File: config.mk
export PLATFORM = sky130hd
export DESIGN_NAME = vend_multi_ctrl_flat
export DESIGN_NICKNAME = d
export VERILOG_FILES = /design/src/rtl/vend_pkg.sv /design/src/rtl/vend_multi_ctrl_if.sv /design/src/rtl/vend_coin_decode.sv /design/src/rtl/vend_multi_ctrl.sv /design/src/flat_wrapper.sv
export SDC_FILE = /design/constraint.sdc
export NUM_CORES = 1
export LEC_CHECK = 0
export ABC_AREA = 0
export ABC_CLOCK_PERIOD_IN_PS = 2800
export CAP_MARGIN = 20
export CORE_MARGIN = 2
export CORE_UTILIZATION = 45
export DETAILED_ROUTE_END_ITERATION = 10
export GPL_ROUTABILITY_DRIVEN = 0
export GPL_TIMING_DRIVEN = 0
export PLACE_DENSITY = 0.86
export SYNTH_ARGS = -nofsm -noshare
export SYNTH_HDL_FRONTEND = slang
export SYNTH_SLANG_ARGS = --single-unit
File: constraint.sdc
create_clock -name clk -period 2.8 [get_ports clk]
set_clock_uncertainty 0.05 [all_clocks]
set_input_delay 0.42 -clock clk [delete_from_list [all_inputs] [get_ports clk]]
set_output_delay 0.42 -clock clk [all_outputs]
set_load 0.01 [all_outputs]
File: src/rtl/vend_pkg.sv
// Shared types and helpers for the multi-product vending controller:
// FSM state encoding, error codes and the coin code to value mapping.
package vend_pkg;

   localparam int COIN_CODE_W = 3;
   localparam int COIN_VAL_W  = 5;

   typedef enum logic [2:0] {
      S_IDLE    = 3'd0,
      S_COLLECT = 3'd1,
      S_VEND    = 3'd2,
      S_CHANGE  = 3'd3
   } state_t;

   typedef enum logic [1:0] {
      ERR_NONE      = 2'd0,
      ERR_SOLD_OUT  = 2'd1,
      ERR_NO_CREDIT = 2'd2,
      ERR_BAD_IDX   = 2'd3
   } err_t;

   // A zero return marks an invalid code; no real coin is worth nothing.
   function automatic logic [COIN_VAL_W-1:0] coin_value(input logic [COIN_CODE_W-1:0] code);
      case (code)
         3'd1:    return 5'd1;
         3'd2:    return 5'd2;
         3'd3:    return 5'd5;
         3'd4:    return 5'd10;
         3'd5:    return 5'd20;
         default: return 5'd0;
      endcase
   endfunction

endpackage

File: src/rtl/vend_multi_ctrl_if.sv
// Front-end / dispenser / hopper signal bundle of the vending controller.
// The controller takes the slave side; the front end and drivers the master side.
interface vend_multi_ctrl_if #(
   parameter int NUM_ITEMS = 4,
   parameter int SEL_W     = 2,
   parameter int PRICE_W   = 8,
   parameter int STOCK_W   = 4
);

   logic                         coin_valid;
   logic [2:0]                   coin_code;
   logic                         coin_accept;
   logic                         coin_reject;
   logic                         sel_valid;
   logic [SEL_W-1:0]             sel;
   logic                         cancel;
   logic [NUM_ITEMS*PRICE_W-1:0] price_flat;
   logic                         restock_valid;
   logic [SEL_W-1:0]             restock_idx;
   logic [STOCK_W-1:0]           restock_qty;
   logic                         vend_valid;
   logic [SEL_W-1:0]             vend_idx;
   logic                         vend_ack;
   logic                         change_valid;
   logic [PRICE_W-1:0]           change_amt;
   logic                         change_ack;
   logic [PRICE_W-1:0]           credit;
   logic [1:0]                   err;
   logic [2:0]                   state;

   modport slave (
      input  coin_valid, coin_code, sel_valid, sel, cancel, price_flat,
             restock_valid, restock_idx, restock_qty, vend_ack, change_ack,
      output coin_accept, coin_reject, vend_valid, vend_idx, change_valid,
             change_amt, credit, err, state
   );

   modport master (
      output coin_valid, coin_code, sel_valid, sel, cancel, price_flat,
             restock_valid, restock_idx, restock_qty, vend_ack, change_ack,
      input  coin_accept, coin_reject, vend_valid, vend_idx, change_valid,
             change_amt, credit, err, state
   );

endinterface

File: src/rtl/vend_coin_decode.sv
// Combinational coin decoder: maps the acceptor's code to a credit value
// widened to the price datapath, plus a flag for recognised codes.
module vend_coin_decode
   import vend_pkg::*;
#(
   parameter int PRICE_W = 8
) (
   input  logic [COIN_CODE_W-1:0] code,
   output logic [PRICE_W-1:0]     value,
   output logic                   valid
);

   logic [COIN_VAL_W-1:0] raw;

   assign raw   = coin_value(code);
   assign value = PRICE_W'(raw);
   assign valid = (raw != '0);

endmodule

File: src/rtl/vend_multi_ctrl.sv
// Multi-product vending controller: credit accumulator, per-item stock and
// price lookup, and valid/ack handshakes towards dispenser and change hopper.
module vend_multi_ctrl
   import vend_pkg::*;
#(
   parameter int NUM_ITEMS  = 4,
   parameter int SEL_W      = 2,
   parameter int PRICE_W    = 8,
   parameter int STOCK_W    = 4,
   parameter int MAX_CREDIT = 200
) (
   input  logic             clk,
   input  logic             reset,
   vend_multi_ctrl_if.slave bus
);

   localparam logic [SEL_W:0]   NUM_ITEMS_C  = (SEL_W+1)'(NUM_ITEMS);
   localparam logic [PRICE_W:0] MAX_CREDIT_C = (PRICE_W+1)'(MAX_CREDIT);

   state_t               state_q, state_d;
   logic [PRICE_W-1:0]   credit_q, credit_d;
   logic [PRICE_W-1:0]   change_amt_q, change_amt_d;
   logic                 change_valid_q, change_valid_d;
   logic                 vend_valid_q, vend_valid_d;
   logic [SEL_W-1:0]     vend_idx_q, vend_idx_d;
   logic                 coin_accept_q, coin_accept_d;
   logic                 coin_reject_q, coin_reject_d;
   err_t                 err_q, err_d;

   logic [STOCK_W-1:0]   stock_q [NUM_ITEMS];
   logic [PRICE_W-1:0]   price_tab [NUM_ITEMS];

   for (genvar i = 0; i < NUM_ITEMS; i++) begin : g_price
      assign price_tab[i] = bus.price_flat[i*PRICE_W +: PRICE_W];
   end

   // ---------------------------------------------------------------- coins
   logic [PRICE_W-1:0] coin_val;
   logic               coin_ok;
   logic [PRICE_W:0]   coin_sum;

   vend_coin_decode #(.PRICE_W(PRICE_W)) u_coin_decode (
      .code  (bus.coin_code),
      .value (coin_val),
      .valid (coin_ok)
   );

   assign coin_sum = {1'b0, credit_q} + {1'b0, coin_val};

   // ---------------------------------------------------------------- events
   // cancel only has meaning in COLLECT; elsewhere it must not mask lower strobes.
   logic in_entry, do_cancel, do_select, do_coin, coin_credit;
   logic vend_done, change_done;

   assign in_entry    = (state_q == S_IDLE) || (state_q == S_COLLECT);
   assign do_cancel   = bus.cancel && (state_q == S_COLLECT);
   assign do_select   = bus.sel_valid && in_entry && !do_cancel;
   assign do_coin     = bus.coin_valid && in_entry && !do_cancel && !bus.sel_valid;
   assign coin_credit = do_coin && coin_ok && (coin_sum <= MAX_CREDIT_C);
   assign vend_done   = (state_q == S_VEND) && bus.vend_ack && vend_valid_q;
   assign change_done = (state_q == S_CHANGE) && bus.change_ack && change_valid_q;

   // ---------------------------------------------------------------- selection checks
   logic               sel_bad, restock_bad;
   logic [SEL_W-1:0]   sel_idx;
   logic [STOCK_W-1:0] sel_stock;
   logic [PRICE_W-1:0] sel_price;
   err_t               sel_err;
   logic               sel_go;

   assign sel_bad     = ({1'b0, bus.sel} >= NUM_ITEMS_C);
   assign restock_bad = ({1'b0, bus.restock_idx} >= NUM_ITEMS_C);
   assign sel_idx     = sel_bad ? '0 : bus.sel;
   assign sel_stock   = stock_q[sel_idx];
   assign sel_price   = price_tab[sel_idx];

   always_comb begin
      if (sel_bad)                     sel_err = ERR_BAD_IDX;
      else if (sel_stock == '0)        sel_err = ERR_SOLD_OUT;
      else if (credit_q < sel_price)   sel_err = ERR_NO_CREDIT;
      else                             sel_err = ERR_NONE;
   end

   // A clean selection in IDLE only reports; dispensing needs COLLECT.
   assign sel_go = do_select && (sel_err == ERR_NONE) && (state_q == S_COLLECT);

   // ---------------------------------------------------------------- FSM state register
   // NOTE: sequential state uses non-blocking assignments so every register
   // samples pre-edge values regardless of process ordering.
   always_ff @(posedge clk or negedge reset) begin
      if (!reset) state_q <= S_IDLE;
      else        state_q <= state_d;
   end

   // ---------------------------------------------------------------- FSM next state
   // NOTE: default assignment first keeps every path driven, so no latch is inferred.
   always_comb begin
      state_d = state_q;
      case (state_q)
         S_IDLE:    if (coin_credit) state_d = S_COLLECT;
         S_COLLECT: begin
            if (do_cancel)   state_d = S_CHANGE;
            else if (sel_go) state_d = S_VEND;
         end
         S_VEND:    if (vend_done) state_d = (credit_q != '0) ? S_CHANGE : S_IDLE;
         S_CHANGE:  if (change_done) state_d = S_IDLE;
         default:   state_d = S_IDLE;
      endcase
   end

   // ---------------------------------------------------------------- FSM outputs
   always_comb begin
      credit_d       = credit_q;
      change_amt_d   = change_amt_q;
      change_valid_d = change_valid_q;
      vend_valid_d   = vend_valid_q;
      vend_idx_d     = vend_idx_q;
      err_d          = err_q;
      coin_accept_d  = coin_credit;
      coin_reject_d  = bus.coin_valid && !coin_credit;

      // err holds the outcome of the most recent strobe.
      if (bus.coin_valid || bus.sel_valid || bus.cancel) err_d = ERR_NONE;
      if (do_select) err_d = sel_err;

      if (coin_credit) credit_d = coin_sum[PRICE_W-1:0];

      if (sel_go) begin
         credit_d     = credit_q - sel_price;
         vend_valid_d = 1'b1;
         vend_idx_d   = bus.sel;
      end

      if (do_cancel) begin
         change_amt_d   = credit_q;
         change_valid_d = 1'b1;
         credit_d       = '0;
      end

      if (vend_done) begin
         vend_valid_d = 1'b0;
         if (credit_q != '0) begin
            change_amt_d   = credit_q;
            change_valid_d = 1'b1;
            credit_d       = '0;
         end
      end

      if (change_done) begin
         change_valid_d = 1'b0;
         change_amt_d   = '0;
      end
   end

   always_ff @(posedge clk or negedge reset) begin
      if (!reset) begin
         credit_q       <= '0;
         change_amt_q   <= '0;
         change_valid_q <= 1'b0;
         vend_valid_q   <= 1'b0;
         vend_idx_q     <= '0;
         coin_accept_q  <= 1'b0;
         coin_reject_q  <= 1'b0;
         err_q          <= ERR_NONE;
      end else begin
         credit_q       <= credit_d;
         change_amt_q   <= change_amt_d;
         change_valid_q <= change_valid_d;
         vend_valid_q   <= vend_valid_d;
         vend_idx_q     <= vend_idx_d;
         coin_accept_q  <= coin_accept_d;
         coin_reject_q  <= coin_reject_d;
         err_q          <= err_d;
      end
   end

   // ---------------------------------------------------------------- stock counters
   // NOTE: the stock array is reset because an empty machine must report sold-out;
   // a plain storage RAM would normally be left unreset.
   always_ff @(posedge clk or negedge reset) begin
      if (!reset) begin
         for (int i = 0; i < NUM_ITEMS; i++) stock_q[i] <= '0;
      end else if ((state_q == S_IDLE) && bus.restock_valid && !restock_bad) begin
         stock_q[bus.restock_idx] <= bus.restock_qty;
      end else if (sel_go) begin
         stock_q[sel_idx] <= sel_stock - 1'b1;
      end
   end

   // ---------------------------------------------------------------- outputs
   assign bus.coin_accept  = coin_accept_q;
   assign bus.coin_reject  = coin_reject_q;
   assign bus.vend_valid   = vend_valid_q;
   assign bus.vend_idx     = vend_idx_q;
   assign bus.change_valid = change_valid_q;
   assign bus.change_amt   = change_amt_q;
   assign bus.credit       = credit_q;
   assign bus.err          = err_q;
   assign bus.state        = state_q;

endmodule

File: src/flat_wrapper.sv
// flat-port wrapper written by rule: the top's interface ports become plain ports
module vend_multi_ctrl_flat import vend_pkg::*;
#(
   parameter int NUM_ITEMS  = 4,
   parameter int SEL_W      = 2,
   parameter int PRICE_W    = 8,
   parameter int STOCK_W    = 4,
   parameter int MAX_CREDIT = 200
)
  (clk, reset, bus_coin_valid, bus_coin_code, bus_sel_valid, bus_sel, bus_cancel, bus_price_flat, bus_restock_valid, bus_restock_idx, bus_restock_qty, bus_vend_ack, bus_change_ack, bus_coin_accept, bus_coin_reject, bus_vend_valid, bus_vend_idx, bus_change_valid, bus_change_amt, bus_credit, bus_err, bus_state);
  vend_multi_ctrl_if #(.NUM_ITEMS(NUM_ITEMS), .SEL_W(SEL_W), .PRICE_W(PRICE_W), .STOCK_W(STOCK_W)) bus_i ();
  input  logic clk;
  input  logic reset;
  input wire logic [$bits(bus_i.coin_valid)-1:0] bus_coin_valid;
  input wire logic [$bits(bus_i.coin_code)-1:0] bus_coin_code;
  input wire logic [$bits(bus_i.sel_valid)-1:0] bus_sel_valid;
  input wire logic [$bits(bus_i.sel)-1:0] bus_sel;
  input wire logic [$bits(bus_i.cancel)-1:0] bus_cancel;
  input wire logic [$bits(bus_i.price_flat)-1:0] bus_price_flat;
  input wire logic [$bits(bus_i.restock_valid)-1:0] bus_restock_valid;
  input wire logic [$bits(bus_i.restock_idx)-1:0] bus_restock_idx;
  input wire logic [$bits(bus_i.restock_qty)-1:0] bus_restock_qty;
  input wire logic [$bits(bus_i.vend_ack)-1:0] bus_vend_ack;
  input wire logic [$bits(bus_i.change_ack)-1:0] bus_change_ack;
  output wire logic [$bits(bus_i.coin_accept)-1:0] bus_coin_accept;
  output wire logic [$bits(bus_i.coin_reject)-1:0] bus_coin_reject;
  output wire logic [$bits(bus_i.vend_valid)-1:0] bus_vend_valid;
  output wire logic [$bits(bus_i.vend_idx)-1:0] bus_vend_idx;
  output wire logic [$bits(bus_i.change_valid)-1:0] bus_change_valid;
  output wire logic [$bits(bus_i.change_amt)-1:0] bus_change_amt;
  output wire logic [$bits(bus_i.credit)-1:0] bus_credit;
  output wire logic [$bits(bus_i.err)-1:0] bus_err;
  output wire logic [$bits(bus_i.state)-1:0] bus_state;
  assign bus_i.coin_valid = bus_coin_valid;
  assign bus_i.coin_code = bus_coin_code;
  assign bus_i.sel_valid = bus_sel_valid;
  assign bus_i.sel = bus_sel;
  assign bus_i.cancel = bus_cancel;
  assign bus_i.price_flat = bus_price_flat;
  assign bus_i.restock_valid = bus_restock_valid;
  assign bus_i.restock_idx = bus_restock_idx;
  assign bus_i.restock_qty = bus_restock_qty;
  assign bus_i.vend_ack = bus_vend_ack;
  assign bus_i.change_ack = bus_change_ack;
  assign bus_coin_accept = bus_i.coin_accept;
  assign bus_coin_reject = bus_i.coin_reject;
  assign bus_vend_valid = bus_i.vend_valid;
  assign bus_vend_idx = bus_i.vend_idx;
  assign bus_change_valid = bus_i.change_valid;
  assign bus_change_amt = bus_i.change_amt;
  assign bus_credit = bus_i.credit;
  assign bus_err = bus_i.err;
  assign bus_state = bus_i.state;
  vend_multi_ctrl #(.NUM_ITEMS(NUM_ITEMS), .SEL_W(SEL_W), .PRICE_W(PRICE_W), .STOCK_W(STOCK_W), .MAX_CREDIT(MAX_CREDIT)) u_core (.clk(clk), .reset(reset), .bus(bus_i));
endmodule
# == Word level (Yosys, flattened, before mapping) ==
# Index checks and enable logic that the tools add are counted.
# op_classes
n_addsub,3
order_cmp,6
eq_ne,12
mux,41
bitwise,2
reduce_logical,33
# ops
cell,count
2-to-1 mux 8 bit,11
bitwise mux 16 bit,2
2-to-1 mux 16 bit,2
case mux 5 bit (5 select lines),1
logical AND 1 bit,18
binary-select mux 8 bit (select 2 bit),1
demux 4 bit (select 2 bit),2
2-to-1 mux 4 bit,4
2-to-1 mux 3 bit,5
equality test 3 x 2 -> 1 bit (second input constant),4
case mux 3 bit (4 select lines),1
2-to-1 mux 2 bit,5
adder 8 x 5 -> 9 bit,1
<= comparator 9 x 8 -> 1 bit (second input constant),1
binary-select mux 4 bit (select 2 bit),1
< comparator 8 bit,1
nonzero test 8 bit,1
subtractor 8 bit,1
equality test 3 x 1 -> 1 bit (second input constant),2
equality test 3 bit (second input constant),2
greater-or-equal comparator 3 bit (second input constant),2
< comparator 3 x 1 -> 1 bit (second input constant),2
2-to-1 mux 1 bit,6
inequality test 2 x 1 -> 1 bit (second input constant),3
other kinds (11),18
# word_totals
regBits,43
in_bits,51
out_inout_bits,27
word_cells,110

# == Longest topological paths before layout ==
# Gate-level depths: netlist (run 1).
# logic_depth
word_depth,14
mapped_depth,16
ltp_nobuf,11

# == Hierarchy ==
# A second synthesis (run 1) with hierarchy kept.
# hier_totals
cells_unflattened,340
area_unflattened_um2,3144.3
# modules_own_cells
module,instances,cells_per_inst,area_each_um2,seq_area_each_um2
vend_multi_ctrl,1,328,3059.2,1051.0
vend_coin_decode,1,12,85.1,0.0

# == Worst setup path after synthesis (run 1) ==
# No wires, ideal clock.
# synth_path
path_kind,input to register
from,input port bus_sel[1]
to,register u_core.credit_q[1] (netlist: u_core.bus.credit[1])
setup_ns,0.069
arrival_time_ns,3.596
t_required_ns,2.681
path_slack_ns,-0.915
stages,15
n_path_buf,4
cell_sequence,clkbuf_1 clkbuf_1 clkbuf_1 mux4_2 ha_1 inv_1 fa_1 a21o_1 a21oi_1 nand2b_1 a211oi_2 and2_4 buf_6 or4_1 nand3_1
# synth_between
elab_chain_len,14
elab_cells_between_ends,19
classes_between,add/sub (1); order compare (1); mux (12); bitwise (1); reduce/logical (4)
# synth_lines
item,line_no,source
"start, declared",flat_wrapper.sv:17,input wire logic [$bits(bus_i.sel)-1:0] bus_sel;
NOT 2 -> 3 bit (not written as such) *,"vend_multi_ctrl.sv:74, vend_multi_ctrl.sv:75",
binary-select mux 8 bit (select 2 bit),vend_multi_ctrl.sv:75,assign sel_price = price_tab[sel_idx];
2-to-1 mux 8 bit (not written as such) (2 in series),vend_multi_ctrl.sv:75,
< comparator 8 bit,vend_multi_ctrl.sv:80,else if (credit_q < sel_price) sel_err = ERR_NO_CREDIT;
2-to-1 mux 2 bit,vend_multi_ctrl.sv:80,
2-to-1 mux 2 bit,vend_multi_ctrl.sv:79,else if (sel_stock == '0) sel_err = ERR_SOLD_OUT;
logical NOT 2 bit,vend_multi_ctrl.sv:85,assign sel_go = do_select && (sel_err == ERR_NONE) && (state_q == S_COLLECT);
logical AND 1 bit (2 in series),vend_multi_ctrl.sv:85,
2-to-1 mux 8 bit *,vend_multi_ctrl.sv:128,if (sel_go) begin
2-to-1 mux 8 bit *,vend_multi_ctrl.sv:134,if (do_cancel) begin
2-to-1 mux 8 bit,vend_multi_ctrl.sv:142,if (credit_q != '0) begin
2-to-1 mux 8 bit *,vend_multi_ctrl.sv:140,if (vend_done) begin
named net u_core.credit_d[1],vend_multi_ctrl.sv:21,"logic [PRICE_W-1:0] credit_q, credit_d;"
"end signal, assigned",vend_multi_ctrl.sv:166,credit_q <= credit_d;
"end, declared",vend_multi_ctrl.sv:21,
# Mark *: on every way through the listed nets, which the timed path passes. The rest lies on a longest branch. The select of a mux whose other input is x is not followed.
# A chain may end at the register's enable or synchronous reset.

# == Worst setup path in the final report (run 1) ==
# layout_path
from,register u_core.credit_q[0] (netlist: u_core.bus.credit[0])
to,register u_core.credit_q[5] (netlist: u_core.bus.credit[5])
# layout_between
elab_cells_between_ends,16
classes_between,add/sub (2); order compare (2); mux (7); reduce/logical (5)
# layout_rtl
item,line_no,source
adder 8 x 5 -> 9 bit *,vend_multi_ctrl.sv:48,"assign coin_sum = {1'b0, credit_q} + {1'b0, coin_val};"
<= comparator 9 x 8 -> 1 bit *,vend_multi_ctrl.sv:59,assign coin_credit = do_coin && coin_ok && (coin_sum <= MAX_CREDIT_C);
logical AND 1 bit *,vend_multi_ctrl.sv:59,
named net u_core.coin_accept_d,vend_multi_ctrl.sv:26,"logic coin_accept_q, coin_accept_d;"
2-to-1 mux 8 bit *,vend_multi_ctrl.sv:126,if (coin_credit) credit_d = coin_sum[PRICE_W-1:0];
2-to-1 mux 8 bit *,vend_multi_ctrl.sv:128,
2-to-1 mux 8 bit *,vend_multi_ctrl.sv:134,
2-to-1 mux 8 bit,vend_multi_ctrl.sv:142,
2-to-1 mux 8 bit *,vend_multi_ctrl.sv:140,
named net u_core.credit_d[5],vend_multi_ctrl.sv:21,
# Mark *: on every way through the listed nets, which the timed path passes. The rest lies on a longest branch.

==> run summary, run 1 <==
Status: complete, but fails checks
Failing checks: negative setup slack
H-tree Lvls: 2
Worst setup SP type: flop
CP cell instances: ha_2, inv_1, fa_2, inv_1, o32ai_2, a21oi_2, nor4_4, o31a_1, buf_6, a211oi_2, nor3_1
Routed wire length: 10600 um
DP Worst Slack: -1060 ps
Worst vdd ir: 0.417 mV
First-pass GRT wire length: 15000 um
Number of synthesized flops with an enable pin: 0
Cell Rows: 29
Layout cells sized above 1: 32.0%
Critical path's slowest cell: fa_2
CP delay by family, top: compound AO/OA/AOI/OAI gates
Global route total overflow: 0
Final ANT Viol Nets: 0
Worst-path maximum fanout: 8
Max Freq: 347 MHz
Clk sinks: 42
Actual slew at the worst max-slew pin: 922 ps
Crit. End Element: flop
Hold crit path type: reg -> reg
WP buf/inv: 3
Critical path's most frequent cell: inv_1
Distinct cells, synth: 60
Slowest Stage Delay on Critical Path: 560 ps
Relative slew slack: 38.1%
DR iter-0 viols: 195
Syn_area_per_cell: 9.56 um^2
Final hold vios: 0
Initial Utilization: 47.2%
Syn nets: 385
CTS tree: built
Worst hold endpoint: u_core.bus.vend_idx[0]
# DRC: 0
Final Critical Period: 2890 ps
Placed cells: 469
Crit path kind: reg -> reg
Core Util, Final: 73.6%
Die width: 86.0 um
Setup crit start: u_core.bus.credit[0]
Setup TNS: -406 ps
Via/cell ratio: 6.17
Post-Route Hold Slack: 443 ps
Reg2reg end: u_core.bus.credit[5]
Dominant synthesized flop cell: dfrtp_1
Slew Viols, Final: 0
Fillers: 427
#FFs+latches synth: 42
Skew-Pair Late Insertion Delay: 310 ps
CP Data Arrival Time: 3060 ps
WP data required: 2980 ps
R2R Path Start: u_core.bus.credit[0]
DP Wirelength: 6670 um
Seq/Total Area, Yosys: 34.7%
Core area: 6420 um^2
Num ports: 78
Clk pin slew, worst setup/hold paths: 100 ps
Syn Std Cell Area: 3030 um^2
Worst min-delay path startpoint: u_core.bus.vend_idx[0]
DR WL/cell: 20.5 um
Final layout net count: 507
Antenna diode count: 0
Post-Layout Cell Count: 517
Power density cells: 834 nW/um^2
Yosys Warn Count: 0
Post-Synthesis Cells: 317
Maxcap violations: 0
Lkg Pwr: 2.13 nW
Port buffer count: 74
Worst hold path depth: 2
P&R area growth vs syn: 56.1%
Setup violations, final: 8
Tcrit/Tclk final: 103%
Vias in the first global route: 3107
Reg2Reg Depth: 11
DIE HEIGHT: 86.0 um
Ys async rst share: 100%
Initial antenna violation count: 0
Largest net degree at the start of global routing: 29
CTS Buffer Depth: 2
CTS buffer count: 5
Global Route Usage Sum: 25.9%
RSZ-0062 raised after global routing: yes
Via count: 3191
R2r setup slk: -90 ps
Clock Tree Root: clkbuf_8
Commonest non-fill, non-tap cell in the layout: clkdlybuf4s50_1
Die area: 7400 um^2
1st-pass router iterations: 4
Most frequent cells in the layout: 53 x clkdlybuf4s50_1, 43 x buf_4, 39 x dfrtp_1, 29 x nand2_1, 21 x inv_1
Final worst slack: -85.1 ps
-- how the worst max path moves through the flow --
stage                                 to  slack [ps]  cells past startpoint
finish              u_core.bus.credit[5]         -90                     11
global route        u_core.bus.credit[1]        -140                     11
CTS                 u_core.bus.credit[1]         -40                     15
detailed placement  u_core.bus.credit[2]       -1060                     12
global placement    u_core.bus.credit[2]       -1000                     12
floorplan             u_core.stock_q[12]        -270                     15
-- what timing repair did --
action / in CTS / in global routing
setup endpoints to repair: 30 / 28
endpoints found under the hold margin: 14 / 0
gates resized for setup: 57 / 48
buffers inserted: 22 / 21
hold buffers: 1 / 0
pin swaps: 18 / 26
-- flip-flops by register name, summed over array words and instances, names as in the netlist --
name / flops
u_core.stock_q: 16
u_core.bus.change_amt: 8
u_core.bus.credit: 8
u_core.bus.err: 2
u_core.bus.state: 2
u_core.bus.vend_idx: 2
u_core.bus.change_valid: 1
u_core.bus.coin_accept: 1
u_core.bus.coin_reject: 1
u_core.bus.vend_valid: 1
-- stage by stage --
step | power (mW) | instance area [um^2]
floorplan | 2.21 | 3170
global placement | 2.79 | 4010
detailed placement | 2.89 | 4030
CTS | 3.60 | 4480
global route | 4.14 | 4730
finish | 3.94 | 4730
-- power breakdown --
part	switching (mW)	total, mW	internal (mW)
registers	0.264	1.12	0.859
clock network	0.240	0.508	0.268
logic	1.13	2.31	1.18
-- worst min-delay path, cell delays in order (launching register included) --
cell,delay (ps)
dfrtp_1,360
nand2_1,50
nand2_1,50
-- cell families after synthesis --
group                      Yosys count  synth area share (%)
buffers and inverters               43                  6.07
DFF                                 42                  34.7
and+or+nand+nor                     98                  17.3
other                                1                 0.124
xor gates and xnor gates            14                  4.05
AOI/OAI and AO/OA                   88                  21.1
muxes                               14                  9.17
adders and majority gates           17                  7.52
-- final cells by class --
cell class / instances / area (um^2) / share of cell area (%)
Inverter: 27 / 101 / 2.14
Buffer: 12 / 119 / 2.51
Multi-Input combinational cell: 232 / 2160 / 45.6
Sequential cell: 42 / 1050 / 22.3
Clock buffer: 5 / 68.8 / 1.46
Timing Repair Buffer: 119 / 1090 / 23.0
Tap cell: 77 / 96.3 / 2.04
Clock inverter: 3 / 43.8 / 0.926
-- routing by layer --
layer  vias to the layer above  global-route usage (%)  part of all wire [%]
li1                       1430                       -                     -
met1                      1571                    31.0                    38
met2                       145                    46.9                    53
met3                        45                    3.75                   5.9
met4                         0                    9.81                   3.4
met5                         -                       0                     0
-- synth_stat cells, drive strengths merged, types with 3 or more instances --
| cell type | instances | area, um^2 |
|---|---|---|
| mux4 | 11 | 248 |
| nor4 | 7 | 43.8 |
| nand2 | 30 | 113 |
| a22oi | 8 | 60.1 |
| xor2 | 4 | 35.0 |
| dfrtp | 42 | 1050 |
| nor2b | 7 | 43.8 |
| ha | 15 | 188 |
| a21oi | 17 | 85.1 |
| nor4b | 4 | 35.0 |
| nand3 | 4 | 25.0 |
| clkbuf | 9 | 33.8 |
| nor3 | 5 | 25.0 |
| xnor2 | 10 | 87.6 |
| and2 | 3 | 21.3 |
| and3 | 4 | 25.0 |
| a21o | 3 | 22.5 |
| o221ai | 8 | 70.1 |
| a221o | 8 | 80.1 |
| a211oi | 10 | 80.1 |
| nand2b | 4 | 25.0 |
| o21ai | 15 | 75.1 |
| inv | 27 | 101 |
| nor2 | 16 | 60.1 |
| buf | 7 | 48.8 |
| mux2i | 3 | 30.0 |
Power figures use the tool's default switching activity.
==> inputs of run 2 (changes only) <==
--- a/config.mk
+++ b/config.mk
@@ -11,7 +11,6 @@
 export CORE_MARGIN = 2
 export CORE_UTILIZATION = 45
 export DETAILED_ROUTE_END_ITERATION = 10
-export GPL_ROUTABILITY_DRIVEN = 0
 export GPL_TIMING_DRIVEN = 0
 export PLACE_DENSITY = 0.86
 export SYNTH_ARGS = -nofsm -noshare
==> results of run 2 <==
Final layout, timing and power as in run 1 (identical DEF).
==> inputs of run 3 (changes only) <==
--- a/config.mk
+++ b/config.mk
@@ -6,8 +6,9 @@
 export NUM_CORES = 1
 export LEC_CHECK = 0
 export ABC_AREA = 0
-export ABC_CLOCK_PERIOD_IN_PS = 2800
+export ABC_CLOCK_PERIOD_IN_PS = 2500
 export CAP_MARGIN = 20
+export CORE_ASPECT_RATIO = 1.5
 export CORE_MARGIN = 2
 export CORE_UTILIZATION = 45
 export DETAILED_ROUTE_END_ITERATION = 10
==> constraint.sdc (replaced) <==
create_clock -name clk -period 2.5 [get_ports clk]
set_clock_uncertainty 0.05 [all_clocks]
set_input_delay 0.375 -clock clk [delete_from_list [all_inputs] [get_ports clk]]
set_output_delay 0.375 -clock clk [all_outputs]
set_load 0.01 [all_outputs]
==> run summary, run 3 (synthesis gave the netlist of run 1 again) <==
Lkg Pwr: 2.13 nW
Setup TNS: -8110 ps
1st-pass router iterations: 4
Worst vdd ir: 0.526 mV
Initial Utilization: 46.7%
Relative slew slack: 38.5%
Reg2Reg Depth: 9
Setup violations, final: 30
Via/cell ratio: 6.01
Power density cells: 908 nW/um^2
DP Wirelength: 6920 um
Antenna diode count: 0
Maxcap violations: 0
Via count: 3133
Hold crit path type: reg -> reg
Worst setup SP type: input port
Final layout net count: 512
Max Freq: 352 MHz
Status: complete, but fails checks
Port buffer count: 74
Clk pin slew, worst setup/hold paths: 90 ps
Crit path kind: in -> reg
Layout cells sized above 1: 33.3%
Slew Viols, Final: 0
CP cell instances: clkdlybuf4s50_1, mux4_2, inv_2, fa_2, a21o_1, a21oi_4, nand2b_4, a211oi_4, and2_4, a21oi_4, a221o_1
Most frequent cells in the layout: 57 x clkdlybuf4s50_1, 41 x buf_4, 38 x dfrtp_1, 27 x nand2_1, 19 x inv_1
Core area: 6490 um^2
Clk sinks: 42
CTS buffer count: 5
Global route total overflow: 0
Num ports: 78
P&R area growth vs syn: 60.4%
Initial antenna violation count: 0
Max reg flops: 16
Final ANT Viol Nets: 0
Failing checks: negative setup slack
Commonest non-fill, non-tap cell in the layout: clkdlybuf4s50_1
DIE HEIGHT: 104 um
# DRC: 0
CTS Buffer Depth: 2
Final worst slack: -339 ps
Die width: 71.0 um
Skew-Pair Late Insertion Delay: 310 ps
RSZ-0062 raised after global routing: yes
Critical path's slowest cell: mux4_2
DR WL/cell: 20.0 um
Post-Place Cell Area: 4060 um^2
Cell Rows: 36
Vias in the first global route: 3268
Tcrit/Tclk final: 114%
Worst-path maximum fanout: 7
Final Critical Period: 2840 ps
First-pass GRT wire length: 15700 um
WP data required: 2650 ps
Global Route Usage Sum: 26.8%
Largest net degree at the start of global routing: 28
DR iter-0 viols: 305
CTS tree: built
Slowest Stage Delay on Critical Path: 480 ps
Clock Tree Root: clkbuf_8
Worst hold path depth: 2
Largest register by flop count: u_core.stock_q
R2r setup slk: -300 ps
Gp weighted congestion: 0.901
Final hold vios: 0
H-tree Lvls: 2
Die area: 7420 um^2
Crit. End Element: flop
Fin area: 4860 um^2
Actual slew at the worst max-slew pin: 915 ps
Routed wire length: 10400 um
Critical path's most frequent cell: a21oi_4
CP Data Arrival Time: 2980 ps
==> run 3: power by group <==
group	switching [mW]	internal, mW	leakage (nW)
sequential	0.276	0.963	0.534
clock	0.277	0.200	0.0408
combinational	1.29	1.41	1.56
==> run 3: cell type report <==
type / instances / area, um^2
well taps: 76 / 95.1
flip-flops and latches: 42 / 1060
repair buffers: 123 / 1170
inverters: 27 / 101
fillers: 441 / 1630
clock inverters: 3 / 23.8
clock buffers: 5 / 68.8
plain buffers: 13 / 149
multi-input cells: 232 / 2190
==> run 3: worst max-delay path: cells and delay by family <==
kind / cells / cell delay [ps]
AOI/OAI and AO/OA: 5 / 970
adders and majority gates: 1 / 200
buffers and inverters: 2 / 520
muxes: 1 / 480
and+or+nand+nor: 2 / 440
==> run 3: timing repair <==
action / 4_1_cts / 5_1_grt
hold endpoints to repair: 15 / 0
setup buffers: 26 / 19
endpoints found under the setup margin: 31 / 38
pin swaps: 20 / 25
hold buffers: 1 / 0
gates cloned: 2 / 0
resized for setup: 57 / 62
==> run 3: stage by stage <==
stage | power [mW] | std cells | utilization [%] | hold slack, ps | setup WS (ps)
after floorplan | 2.49 | 317 | - | 29.4 | -527
after global placement | 3.17 | 467 | 62.3 | 416 | -1080
after detailed placement | 3.25 | 468 | 62.5 | 267 | -1200
after CTS | 3.94 | 503 | 69.2 | 432 | -355
after global routing | 4.67 | 521 | 74.9 | 490 | -425
final | 4.41 | 521 | 74.9 | 445 | -339
==> run 3: path summary, 6_finish.rpt <==
kind | start | to
worst max-delay path | bus_price_flat[1] | u_core.stock_q[12]
worst max register to register | u_core.bus.credit[2] | u_core.bus.credit[2]
worst min register to register | u_core.bus.vend_idx[1] | u_core.bus.vend_idx[1]
worst min-delay path | u_core.bus.vend_idx[1] | u_core.bus.vend_idx[1]
max in group asynchronous | reset | u_core.bus.credit[0]
min in group asynchronous | reset | u_core.bus.change_amt[1]
==> run 3: per-layer routing <==
metal	wire [um]	vias up	GRT usage (%)	part of all wire (%)
met1	3630	1524	29.1	35
li1	-	1440	-	-
met3	480	39	3.39	4.6
met4	444	0	11.5	4.3
met5	0	-	0	0
met2	5880	130	50.6	56
